## config.mk

```make
export PLATFORM = sky130hd
export DESIGN_NAME = riscv_mc_ctrl_flat
export DESIGN_NICKNAME = d
export VERILOG_FILES = /design/src/rtl/riscv_mc_ctrl_if.sv /design/src/rtl/riscv_mc_ctrl.sv /design/src/flat_wrapper.sv
export SDC_FILE = /design/constraint.sdc
export NUM_CORES = 1
export LEC_CHECK = 0
export CAP_MARGIN = 20
export CORE_UTILIZATION = 36
export CTS_BUF_LIST = sky130_fd_sc_hd__clkbuf_8 sky130_fd_sc_hd__clkbuf_16
export DETAILED_ROUTE_END_ITERATION = 8
export PLACE_DENSITY = 0.78
export SLEW_MARGIN = 10
export SYNTH_ARGS = -nofsm -noshare
export SYNTH_HDL_FRONTEND = slang
export SYNTH_SLANG_ARGS = --single-unit
```

## constraint.sdc

```tcl
create_clock -name clk -period 1.8 [get_ports clk]
set_input_delay 0.27 -clock clk [delete_from_list [all_inputs] [get_ports clk]]
set_output_delay 0.27 -clock clk [all_outputs]
set_load 0.05 [all_outputs]
```

## src/rtl/riscv_mc_ctrl_if.sv

```systemverilog
// Control/status bundle between the multicycle datapath and its main control FSM.
// The master side is the controller: it reads instruction fields and the ALU zero
// flag and drives every select and write enable of the datapath.
interface riscv_mc_ctrl_if;
    logic [6:0] opcode;
    logic [2:0] funct3;
    logic       funct7_b5;
    logic       zero;
    logic       pc_we;
    logic       adr_src;
    logic       ir_we;
    logic       mem_we;
    logic       reg_we;
    logic [1:0] res_src;
    logic [1:0] alu_src_a;
    logic [1:0] alu_src_b;
    logic [1:0] imm_src;
    logic [2:0] alu_ctrl;
    logic [3:0] state;
    logic       illegal;

    modport master (
        input  opcode, funct3, funct7_b5, zero,
        output pc_we, adr_src, ir_we, mem_we, reg_we, res_src,
               alu_src_a, alu_src_b, imm_src, alu_ctrl, state, illegal
    );

    modport slave (
        output opcode, funct3, funct7_b5, zero,
        input  pc_we, adr_src, ir_we, mem_we, reg_we, res_src,
               alu_src_a, alu_src_b, imm_src, alu_ctrl, state, illegal
    );
endinterface

```

## src/rtl/riscv_mc_ctrl.sv

```systemverilog
// Main control FSM for the multicycle RV32I core (lw, sw, R/I ALU, beq, jal).
// Optional feature macro: RISCV_MC_ILLEGAL_TRAP_EN -- when defined, an unsupported
// opcode parks the FSM in HALT and raises a sticky illegal flag until reset;
// when undefined, unsupported opcodes execute as a NOP.
module riscv_mc_ctrl (
    input  logic              clk,
    input  logic              rst,
    riscv_mc_ctrl_if.master   bus
);
    typedef enum logic [3:0] {
        S_FETCH    = 4'd0,
        S_DECODE   = 4'd1,
        S_MEMADR   = 4'd2,
        S_MEMREAD  = 4'd3,
        S_MEMWB    = 4'd4,
        S_MEMWRITE = 4'd5,
        S_EXECR    = 4'd6,
        S_EXECI    = 4'd7,
        S_ALUWB    = 4'd8,
        S_BEQ      = 4'd9,
        S_JAL      = 4'd10,
        S_HALT     = 4'd11
    } state_t;

    localparam logic [6:0] OP_LW  = 7'b0000011;
    localparam logic [6:0] OP_SW  = 7'b0100011;
    localparam logic [6:0] OP_R   = 7'b0110011;
    localparam logic [6:0] OP_I   = 7'b0010011;
    localparam logic [6:0] OP_BEQ = 7'b1100011;
    localparam logic [6:0] OP_JAL = 7'b1101111;

    localparam logic [2:0] ALU_ADD = 3'b000;
    localparam logic [2:0] ALU_SUB = 3'b001;
    localparam logic [2:0] ALU_AND = 3'b010;
    localparam logic [2:0] ALU_OR  = 3'b011;
    localparam logic [2:0] ALU_SLT = 3'b101;

    // funct7_b5 only selects subtract for register-register ops; for addi
    // that bit belongs to the immediate and must be ignored.
    function automatic logic [2:0] alu_decode(input logic [2:0] f3, input logic f7b5,
                                              input logic is_rtype);
        logic [2:0] op;
        case (f3)
            3'b000:  op = (is_rtype && f7b5) ? ALU_SUB : ALU_ADD;
            3'b010:  op = ALU_SLT;
            3'b110:  op = ALU_OR;
            3'b111:  op = ALU_AND;
            default: op = ALU_ADD;
        endcase
        return op;
    endfunction

    state_t state_q;
    state_t state_d;
    state_t out_sel;

    logic       pc_we;
    logic       adr_src;
    logic       ir_we;
    logic       mem_we;
    logic       reg_we;
    logic [1:0] res_src;
    logic [1:0] alu_src_a;
    logic [1:0] alu_src_b;
    logic [1:0] imm_src;
    logic [2:0] alu_ctrl;

    // State register; reset always returns to FETCH, even from HALT.
    always_ff @(posedge clk) begin
        if (rst) state_q <= S_FETCH;
        else     state_q <= state_d;
    end

    // Next-state selection from the current step and the decoded opcode.
    always_comb begin
        state_d = state_q;
        case (state_q)
            S_FETCH:    state_d = S_DECODE;
            S_DECODE: begin
                case (bus.opcode)
                    OP_LW, OP_SW: state_d = S_MEMADR;
                    OP_R:         state_d = S_EXECR;
                    OP_I:         state_d = S_EXECI;
                    OP_BEQ:       state_d = S_BEQ;
                    OP_JAL:       state_d = S_JAL;
`ifdef RISCV_MC_ILLEGAL_TRAP_EN
                    default:      state_d = S_HALT;
`else
                    default:      state_d = S_FETCH;
`endif
                endcase
            end
            S_MEMADR:   state_d = (bus.opcode == OP_LW) ? S_MEMREAD : S_MEMWRITE;
            S_MEMREAD:  state_d = S_MEMWB;
            S_MEMWB:    state_d = S_FETCH;
            S_MEMWRITE: state_d = S_FETCH;
            S_EXECR:    state_d = S_ALUWB;
            S_EXECI:    state_d = S_ALUWB;
            S_ALUWB:    state_d = S_FETCH;
            S_BEQ:      state_d = S_FETCH;
            S_JAL:      state_d = S_ALUWB;
            S_HALT:     state_d = S_HALT;
            default:    state_d = S_FETCH;
        endcase
    end

    // While reset is asserted the datapath sees FETCH selects with all enables off.
    assign out_sel = rst ? S_FETCH : state_q;

    // Per-step datapath selects and enables; everything not driven below stays 0.
    always_comb begin
        pc_we     = 1'b0;
        adr_src   = 1'b0;
        ir_we     = 1'b0;
        mem_we    = 1'b0;
        reg_we    = 1'b0;
        res_src   = 2'b00;
        alu_src_a = 2'b00;
        alu_src_b = 2'b00;
        imm_src   = 2'b00;
        alu_ctrl  = ALU_ADD;
        case (out_sel)
            S_FETCH: begin
                ir_we     = 1'b1;
                alu_src_b = 2'b10;
                res_src   = 2'b10;
                pc_we     = 1'b1;
            end
            S_DECODE: begin
                alu_src_a = 2'b01;
                alu_src_b = 2'b01;
                imm_src   = (bus.opcode == OP_JAL) ? 2'b11 : 2'b10;
            end
            S_MEMADR: begin
                alu_src_a = 2'b10;
                alu_src_b = 2'b01;
                imm_src   = (bus.opcode == OP_SW) ? 2'b01 : 2'b00;
            end
            S_MEMREAD: begin
                adr_src = 1'b1;
            end
            S_MEMWB: begin
                res_src = 2'b01;
                reg_we  = 1'b1;
            end
            S_MEMWRITE: begin
                adr_src = 1'b1;
                mem_we  = 1'b1;
            end
            S_EXECR: begin
                alu_src_a = 2'b10;
                alu_ctrl  = alu_decode(bus.funct3, bus.funct7_b5, 1'b1);
            end
            S_EXECI: begin
                alu_src_a = 2'b10;
                alu_src_b = 2'b01;
                alu_ctrl  = alu_decode(bus.funct3, bus.funct7_b5, 1'b0);
            end
            S_ALUWB: begin
                reg_we = 1'b1;
            end
            S_BEQ: begin
                alu_src_a = 2'b10;
                alu_ctrl  = ALU_SUB;
                pc_we     = bus.zero;
            end
            S_JAL: begin
                alu_src_a = 2'b01;
                alu_src_b = 2'b10;
                pc_we     = 1'b1;
            end
            default: ;
        endcase
    end

    assign bus.pc_we     = pc_we  & ~rst;
    assign bus.ir_we     = ir_we  & ~rst;
    assign bus.mem_we    = mem_we & ~rst;
    assign bus.reg_we    = reg_we & ~rst;
    assign bus.adr_src   = adr_src;
    assign bus.res_src   = res_src;
    assign bus.alu_src_a = alu_src_a;
    assign bus.alu_src_b = alu_src_b;
    assign bus.imm_src   = imm_src;
    assign bus.alu_ctrl  = alu_ctrl;
    assign bus.state     = state_q;

`ifdef RISCV_MC_ILLEGAL_TRAP_EN
    logic illegal_q;

    // Sticky trap flag, raised on the DECODE->HALT transition.
    always_ff @(posedge clk) begin
        if (rst)                                          illegal_q <= 1'b0;
        else if (state_q == S_DECODE && state_d == S_HALT) illegal_q <= 1'b1;
    end

    assign bus.illegal = illegal_q & ~rst;
`else
    assign bus.illegal = 1'b0;
`endif

endmodule

```

## src/flat_wrapper.sv

```systemverilog
// flat-port wrapper written by rule: the top's interface ports become plain ports
module riscv_mc_ctrl_flat 
  (clk, rst, bus_opcode, bus_funct3, bus_funct7_b5, bus_zero, bus_pc_we, bus_adr_src, bus_ir_we, bus_mem_we, bus_reg_we, bus_res_src, bus_alu_src_a, bus_alu_src_b, bus_imm_src, bus_alu_ctrl, bus_state, bus_illegal);
  riscv_mc_ctrl_if bus_i ();
  input  logic clk;
  input  logic rst;
  input wire logic [$bits(bus_i.opcode)-1:0] bus_opcode;
  input wire logic [$bits(bus_i.funct3)-1:0] bus_funct3;
  input wire logic [$bits(bus_i.funct7_b5)-1:0] bus_funct7_b5;
  input wire logic [$bits(bus_i.zero)-1:0] bus_zero;
  output wire logic [$bits(bus_i.pc_we)-1:0] bus_pc_we;
  output wire logic [$bits(bus_i.adr_src)-1:0] bus_adr_src;
  output wire logic [$bits(bus_i.ir_we)-1:0] bus_ir_we;
  output wire logic [$bits(bus_i.mem_we)-1:0] bus_mem_we;
  output wire logic [$bits(bus_i.reg_we)-1:0] bus_reg_we;
  output wire logic [$bits(bus_i.res_src)-1:0] bus_res_src;
  output wire logic [$bits(bus_i.alu_src_a)-1:0] bus_alu_src_a;
  output wire logic [$bits(bus_i.alu_src_b)-1:0] bus_alu_src_b;
  output wire logic [$bits(bus_i.imm_src)-1:0] bus_imm_src;
  output wire logic [$bits(bus_i.alu_ctrl)-1:0] bus_alu_ctrl;
  output wire logic [$bits(bus_i.state)-1:0] bus_state;
  output wire logic [$bits(bus_i.illegal)-1:0] bus_illegal;
  assign bus_i.opcode = bus_opcode;
  assign bus_i.funct3 = bus_funct3;
  assign bus_i.funct7_b5 = bus_funct7_b5;
  assign bus_i.zero = bus_zero;
  assign bus_pc_we = bus_i.pc_we;
  assign bus_adr_src = bus_i.adr_src;
  assign bus_ir_we = bus_i.ir_we;
  assign bus_mem_we = bus_i.mem_we;
  assign bus_reg_we = bus_i.reg_we;
  assign bus_res_src = bus_i.res_src;
  assign bus_alu_src_a = bus_i.alu_src_a;
  assign bus_alu_src_b = bus_i.alu_src_b;
  assign bus_imm_src = bus_i.imm_src;
  assign bus_alu_ctrl = bus_i.alu_ctrl;
  assign bus_state = bus_i.state;
  assign bus_illegal = bus_i.illegal;
  riscv_mc_ctrl u_core (.clk(clk), .rst(rst), .bus(bus_i));
endmodule
```

==> results of run 1 <==
-- worst paths after layout --
check / from / end / slack (ns) / depth (start not counted)
worst max-delay path: u_core.bus.state[2] / bus_alu_ctrl[0] / -0.05 / 5
worst max register to register: u_core.bus.state[1] / u_core.bus.state[3] / 0.19 / 4
worst min-delay path: rst / u_core.bus.state[2] / 0.46 / 3
worst min register to register: u_core.bus.state[3] / u_core.bus.state[2] / 0.64 / 2
-- logic make-up (layout without fill, tap and decap cells) --
logic type,Yosys count,after routing,share of synthesized area
and+or+nand+nor,49,49,0.456
AOI/OAI and AO/OA,19,19,0.224
buffers and inverters,9,57,0.0853
xor gates and xnor gates,5,5,0.0746
DFF,4,4,0.136
adders and majority gates,1,1,0.0171
other,1,1,0.00639
-- placed cells by master (no fill, tap or decap), drive strengths merged, types with 2 or more instances in the layout --
| cell type | n |
|---|---|
| clkdlybuf4s50 | 10 |
| nor2 | 13 |
| nand3b | 2 |
| buf | 39 |
| a2111oi | 2 |
| xnor2 | 3 |
| dfxtp | 4 |
| nand4 | 2 |
| a21oi | 6 |
| nor4 | 3 |
| a31oi | 2 |
| inv | 2 |
| clkbuf | 4 |
| nand2b | 4 |
| nor3b | 2 |
| a21o | 2 |
| nor3 | 8 |
| a211oi | 2 |
| dlymetal6s2s | 2 |
| xor2 | 2 |
| nand2 | 9 |
| o22ai | 2 |
-- repair_timing --
| action | in CTS | in global routing |
|---|---|---|
| gates resized for setup | 9 | 14 |
| pin swaps | 1 | 5 |
| endpoints found under the setup margin | 9 | 9 |
| setup buffers | 1 | 1 |
-- synthesized netlist by cell type (all sizes together) --
library cell   n
a2111oi        2
a211oi         2
a21o           2
a21oi          6
a31oi          2
a41oi          1
and3           1
buf            6
clkbuf         2
conb           1
dfxtp          4
inv            1
maj3           1
nand2          9
nand2b         4
nand3b         2
nand4          2
nor2          13
nor2b          1
nor3           8
nor3b          2
nor4           3
nor4b          1
o21ai          1
o21ba          1
o22ai          2
or3            1
or3b           1
or4            1
xnor2          3
xor2           2
-- stage by stage --
step                      instances  setup slack [ns]
final                           152           -0.0539
after global routing            152            -0.103
after CTS                       151           -0.0321
after detailed placement        146            -0.257
after global placement          146            -0.144
after floorplan                  88            -0.103
-- routing by layer --
layer / share of wire / routed length (um) / track usage
met1: 0.36 / 1220 / 0.360
met2: 0.53 / 1800 / 0.637
met3: 0.064 / 216 / 0.0560
met4: 0.040 / 135 / 0.181
met5: 0 / 0 / 0
-- final cells by class --
cell class	instances	area, sq um
clock buffer	3	41.3
clock inverter	1	3.75
fill	35	61.3
inverter	1	3.75
multi-input combinational	75	651
sequential	4	95.1
tap	16	20.0
timing repair buffer	52	631
-- worst register-to-register path, stage by stage (launching register included) --
cell and delay, ns:
dfxtp_4 0.36, buf_6 0.15, nand2b_4 0.17, or4_1 0.58, a211oi_2 0.26
-- power by group through the flow --
stage / clock, uW / sequential (uW) / combinational (uW)
after floorplan: 0 / 103 / 123
after global placement: 0 / 95.5 / 253
after detailed placement: 0 / 96.5 / 259
after CTS: 216 / 93.3 / 267
after global routing: 217 / 94.8 / 295
final: 216 / 94.2 / 284
==> impl_results.md, run 1 <==
- Max Cap Viol: 0
- Finished Cell Area: 1450 sq um
- Htree depth: 1
- Drt total wl: 3370 um
- Wire length of the first global-routing pass: 4460 um
- Global-route usage over all layers: 0.342
- Gr ovfl total: 0
- Initial antenna violation count: 0
- TritonCTS Buffers: 3
- CTS Root Cell: clkbuf_8
- Crit path kind: flop to output port
- Largest net degree at the start of global routing: 17
- Failing checks: setup timing
- Clock tree from TritonCTS: done
- DRT iter0 DRCs: 54
- Clock sink count: 4
- HP Class: input port to flop
- Power Internal: 362 uW
- Post-Syn Area per Cell: 6.67 sq um
- RD Place Congestion: 0.827
- Pwr per Cell Area: 411 nW/um^2
- Syn_nets: 102
- Row cnt: 14
- Fin worst setup slack: -0.0539 ns
- Min Hold Slack: 0.462 ns
- Vias per cell: 6.45
- Top delay family on crit path: simple AND/OR/NAND/NOR gates
- Input/output buffers: 33
- Area share of the largest cell type after synthesis: 0.136
- Worst EP arrival: 1.58 ns
- Worst-path clk slew: 0.03 ns
- Fin. Hold Viols: 0
- Crit path cell chain: or3b_4 > nor2_4 > a31oi_2 > o22ai_4 > buf_12
- Final period util: 1.03
- Clk_lat worst skew: 0.24 ns
- Flop pwr share: 0.158
- Crit-path slowest cell: or3b_4
- Setup TNS: -0.144 ns
- Buf/Inv on CP: 1
- Syn. warnings: 0
- CP max FO: 7
- Drt pass-1 iters: 4
- Highest clock rate: 539 MHz
- RSZ-0062 raised after global routing: yes
- Max reg flops: 4
- Full die area: 1800 sq um
- Sw frac: 0.391
- Clock power frac: 0.364
- Antenna cell count: 0
- Final Util: 0.959
- Cells after Synth: 88
- Slowest stage delay, CP: 0.41 ns
- WL per Instance: 22.2 um
- Lkg Pwr: 0.000543 uW
- Share of layout cells above drive strength 1: 0.559
- Setup Skew: 0.00959 ns
- CORE AREA: 1510 sq um
- Register bit total from synthesis: 4
- Ports: 35
- Max Slew Vio Count: 0
- Maximum VDD drop: 0.368 mV
- P&R area growth vs syn: 146%
- Power, Total: 594 uW
- Top cell type by total area after synthesis: dfxtp_1
- Clock Tree Buf Depth: 2
- DRC: 0
- Final ANT Viol Nets: 0
- Final setup viols: 4
- Die Span Y: 42.4 um
- Crit path capture type: output port
- Unique masters post-synth: 37
- Setup crit start kind: flop
- Crit path time final: 1.85 ns
- Via Count: 981
- Placed cell areas: 1310 sq um
- Comb pwr share: 0.478
- Status: finished, violations left
- Hpwl dp: 1920 um
- Worst path required time: 1.53 ns
- Initial Util: 0.390
- Share of the yosys chip area belonging to registers: 0.136
- Net count reported at finish: 151
- Syn Std Cell Area: 587 sq um
- DIE WIDTH: 42.4 um
- Switching Power: 232 uW
- Vias in the first global route: 939
- Synth area leaders: dfxtp_1 (14%), nor2_1 (7.7%), nor3_1 (6.0%), nand2_1 (5.8%), a21oi_1 (5.1%)
- Post-CTS Hold Fix Bufs: 0
(Power assumes the default switching activity.)
==> run 2: changes to the inputs <==
- CAP_MARGIN: 20 -> not set
- PLACE_DENSITY: 0.78 -> 0.76
==> impl_results.md, run 2 <==
- Status: aborted with a tool error
- Stopped at: global routing (5_1_grt)
- First Err: [ERROR DPL-0033] detailed placement checks failed during check placement.
- Top cell type by total area after synthesis: dfxtp_1
- Largest net degree at the start of global routing: 17
- Worst EP post-GRT repair: bus_alu_ctrl[0]
- TritonCTS Buffers: 3
- Syn Std Cell Area: 587 sq um
- Share of the yosys chip area belonging to registers: 0.136
- Number of synthesized flops with an enable pin: 0
- Ports: 35
- Count leader, synth: nor2_1
- Clock sink count: 4
- Cells after Synth: 88
- RD Place Congestion: 0.834
- Worst endpoint type: primary output
- Die Span Y: 42.4 um
- Htree depth: 1
- Syn_nets: 102
- Ys flop type: dfxtp_1
- Hpwl dp: 1930 um
- Synth cell count leaders: nor2_1 (12), nand2_1 (9), nor3_1 (7)
- Initial antenna violation count: 0
- CTS Root Cell: clkbuf_8
- Syn. warnings: 0
- Register bit total from synthesis: 4
- Input/output buffers: 33
- Post-Syn Area per Cell: 6.67 sq um
- Area share of the largest cell type after synthesis: 0.136
- Clock Tree Buf Depth: 2
- Synth area leaders: dfxtp_1 (14%), nor2_1 (7.7%), nor3_1 (6.0%), nand2_1 (5.8%), a21oi_1 (5.1%)
- Asr flop ratio synth: 0
- Unique masters post-synth: 37
- Initial Util: 0.390
- Row cnt: 14
- DIE WIDTH: 42.4 um
## run 2: logic make-up after synthesis
group           after synthesis  share of synthesized area
fa+ha+maj                     1                     0.0171
compound gates               19                      0.224
flops                         4                      0.136
simple gates                 49                      0.456
xor+xnor                      5                     0.0746
buf+inv                       9                     0.0853
other cells                   1                    0.00639
## run 2: what timing repair did
item	4_1_cts
endpoints found under the hold margin	0
setup endpoints to repair	10
gates resized for setup	3
pin swaps	3
setup buffers	5
hold buffers	0
## run 2: metrics by stage
step	std cells	cell area (sq um)	worst slack [ns]	utilization	hold WS (ns)
CTS	152	1400	-0.0105	0.927	0.629
floorplan	88	749	-0.103	-	0.352
global placement	144	1300	-0.156	0.861	0.599
detailed placement	144	1300	-0.256	0.861	0.629
==> run 3: changes to the inputs <==
- CORE_AREA: not set -> 2 2 63 65
- CORE_UTILIZATION: 36 -> not set
- CTS_BUF_LIST: sky130_fd_sc_hd__clkbuf_8 sky130_fd_sc_hd__clkbuf_16 -> not set
- DIE_AREA: not set -> 0 0 65 67
- PLACE_DENSITY: 0.76 -> not set
- PLACE_DENSITY_LB_ADDON: not set -> 0.15
==> impl_results.md, run 3 (synthesized netlist as in run 1, its figures left out) <==
- Status: finished, final reports clean
- Max Cap Viol: 0
- Crit path time final: 1.80 ns
- Max Slew Vio Count: 0
- Input/output buffers: 33
- Worst path required time: 1.53 ns
- RD Place Congestion: 0.681
- Crit path kind: flop to output port
- Full die area: 4360 sq um
- HP Class: flop to flop
- Worst-path clk slew: 0.03 ns
- Placed cell areas: 1360 sq um
- Via Count: 854
- Final setup viols: 0
- Htree depth: 1
- Largest net degree at the start of global routing: 14
- Clock sink count: 4
- Net count reported at finish: 160
- Initial Util: 0.163
- Clk_lat worst skew: 0.22 ns
- Area of the multi-input gates: 654 sq um
- Row cnt: 22
- TritonCTS Buffers: 3
- Global-route usage over all layers: 0.111
- Maximum VDD drop: 0.215 mV
- Die Span Y: 67 um
- Most frequent cells in the layout: buf_4 (29), buf_12 (16), clkdlybuf4s50_1 (10)
- Drt pass-1 iters: 4
- Drt total wl: 2520 um
- Share of layout cells above drive strength 1: 0.597
- Final ANT Viol Nets: 0
- DIE WIDTH: 65 um
- Hpwl dp: 1870 um
- CTS Root Cell: clkbuf_8
- CP max FO: 5
- Clock tree from TritonCTS: done
- Wire length of the first global-routing pass: 3680 um
- RSZ-0062 raised after global routing: yes
- Worst Hold Depth: 2
- Clock Tree Buf Depth: 2
- Filler instances: 346
- Placed insts: 177
- Max reg flops: 4
- Finished Layout Cells: 192
- DRT iter0 DRCs: 32
- Worst EP arrival: 1.53 ns
- Finished Cell Area: 1580 sq um
- Pwr per Cell Area: 359 nW/um^2
- Lkg Pwr: 0.000598 uW
- Ports: 35
- Commonest non-fill, non-tap cell in the layout: buf_4
- Vias per cell: 4.45
- Gr ovfl total: 0
- FF/Latch Area: 95.1 sq um
- Initial antenna violation count: 0
- Vias in the first global route: 806
- Crit path capture type: output port
- Highest clock rate: 556 MHz
- Worst R2R Path Depth: 6
- Final period util: 1.00
- P&R area growth vs syn: 169%
- Fin. Hold Viols: 0
- Setup Skew: 0.00126 ns
- CORE AREA: 3610 sq um
- DRC: 0
- Antenna cell count: 0
- Setup crit start kind: flop
- WL per Instance: 13.1 um
run 3: stage by stage:
stage	worst slack [ns]	power (uW)	setup TNS [ns]	hold slack, ns	util
2_1_floorplan	-0.103	226	-0.177	0.352	-
3_3_place_gp	-0.165	359	-0.933	0.591	0.376
3_5_place_dp	-0.164	359	-0.990	0.596	0.376
5_1_grt	-0.0615	597	-0.196	0.583	0.437
6_report	0.0000681	566	0	0.569	0.437
4_1_cts	-0.0146	554	-0.0318	0.594	0.400
run 3: area by class of cell:
| cell class | instances | share of cell area |
|---|---|---|
| tap | 48 | 0.0381 |
| clock buffer | 3 | 0.0262 |
| timing repair buffer | 61 | 0.456 |
| sequential | 4 | 0.0603 |
| multi-input combinational | 75 | 0.415 |
| inverter | 1 | 0.00397 |
run 3: worst paths after layout:
path              slack, ns                  end           startpoint
setup / recovery    0.00007      bus_alu_ctrl[0]  u_core.bus.state[3]
hold / removal         0.57  u_core.bus.state[0]  u_core.bus.state[1]
setup reg to reg       0.10  u_core.bus.state[0]  u_core.bus.state[1]
hold reg to reg        0.57  u_core.bus.state[0]  u_core.bus.state[1]
run 3: power by group:
group / total [uW] / switching (uW) / leakage (uW) / internal [uW]
Combinational: 283 / 146 / 0.000541 / 137
Clock: 189 / 46.1 / 0.0000216 / 143
Sequential: 93.9 / 6.13 / 0.0000355 / 87.8
run 3: critical path: stages (launching register included):
cell,delay [ns]
dfxtp_4,0.35
buf_4,0.15
nor4b_1,0.29
nand2_1,0.14
o22ai_4,0.22
buf_12,0.16
run 3: metal layers:
metal | track usage | share of wire | up-vias
met1 | 0.133 | 0.43 | 397
li1 | - | - | 437
met2 | 0.192 | 0.53 | 18
met3 | 0.0355 | 0.038 | 2
met4 | 0.0239 | 0.0048 | 0
met5 | 0 | 0 | -
run 3: what timing repair did:
item                       in CTS  in global routing
setup endpoints to repair      10                  6
hold buffers                    0                  0
buffers inserted                4                  8
pin swaps                       2                  6
resized for setup               5                 21
==> run 4: changes to the inputs <==
- CAP_MARGIN: not set -> 15
==> results of run 4 <==
No change in the layout: final DEF, timing and power equal those of run 3.
==> variant, RTL diff (settings of run 1) <==
Add a define of `RISCV_MC_ILLEGAL_TRAP_EN`.
--- a/src/rtl/riscv_mc_ctrl.sv
+++ b/src/rtl/riscv_mc_ctrl.sv
@@ -3,4 +3,6 @@
 // opcode parks the FSM in HALT and raises a sticky illegal flag until reset;
 // when undefined, unsupported opcodes execute as a NOP.
+`define RISCV_MC_ILLEGAL_TRAP_EN
+
 module riscv_mc_ctrl (
     input  logic              clk,
Formal check against the unedited RTL: not equivalent (a bounded check fails within 4 cycles, from zero or initial values and one cycle with rst high).
==> variant against run 1 <==
- the flow now stops in clock tree synthesis (4_1_cts)
- synthesized cell count is 4.5% higher
- synthesized area rose by 3.0%
==> variant: results <==
[place]
placed_area_um2 = 1456
gp_congestion = 0.8810
port_buffers = 34
placed_cells = 153
post-dp-hpwl_um = 2434
dp_slack_ns = -0.2054

[synthesis]
ys_warn_count = 0
synth_compound_area_frac = 0.2174
ys_types = 34
synth_nets = 106
synthAdderAreaFrac = 0
synth_mux_area_frac = 0
synth_ff_type = dfxtp_1
synth_xor_area_frac = 0.05797
async_flop_share = 0
avgSynthCellArea_um2 = 6.569
seq_area_frac_synth = 0.1656
ys_top_cells_by_area = dfxtp_1 17%, nor2_1 8.1%, nor3_1 7.5%
synthTopCellsByCount = 13 x nor2_1, 9 x nor3_1, 8 x a21oi_1, 6 x nand2_1

[outcome]
status = did not finish
first-error = [ERROR DPL-0038] Utilization greater than 100%, impossible to legalize
haltStage = clock tree synthesis (4_1_cts)

[cts]
clock_path_buffers = 2
clock-sinks = 5
cts_root_buf = clkbuf_8
numCtsBuffers = 3
htreeDepth = 1
ctsResizeCount = 34
post-cts-setup-buffer-count = 9

[floorplan]
rows = 14
-- variant: logic make-up after synthesis --
family | count (synthesis)
AO/OA/AOI/OAI | 19
buffers and inverters | 12
AND/OR/NAND/NOR | 52
XOR/XNOR | 4
flip-flops | 5
-- variant: per-stage QoR --
step,TNS [ns],util
after global placement,-0.2387,0.9448
after detailed placement,-0.8149,0.9448
after floorplan,0,-
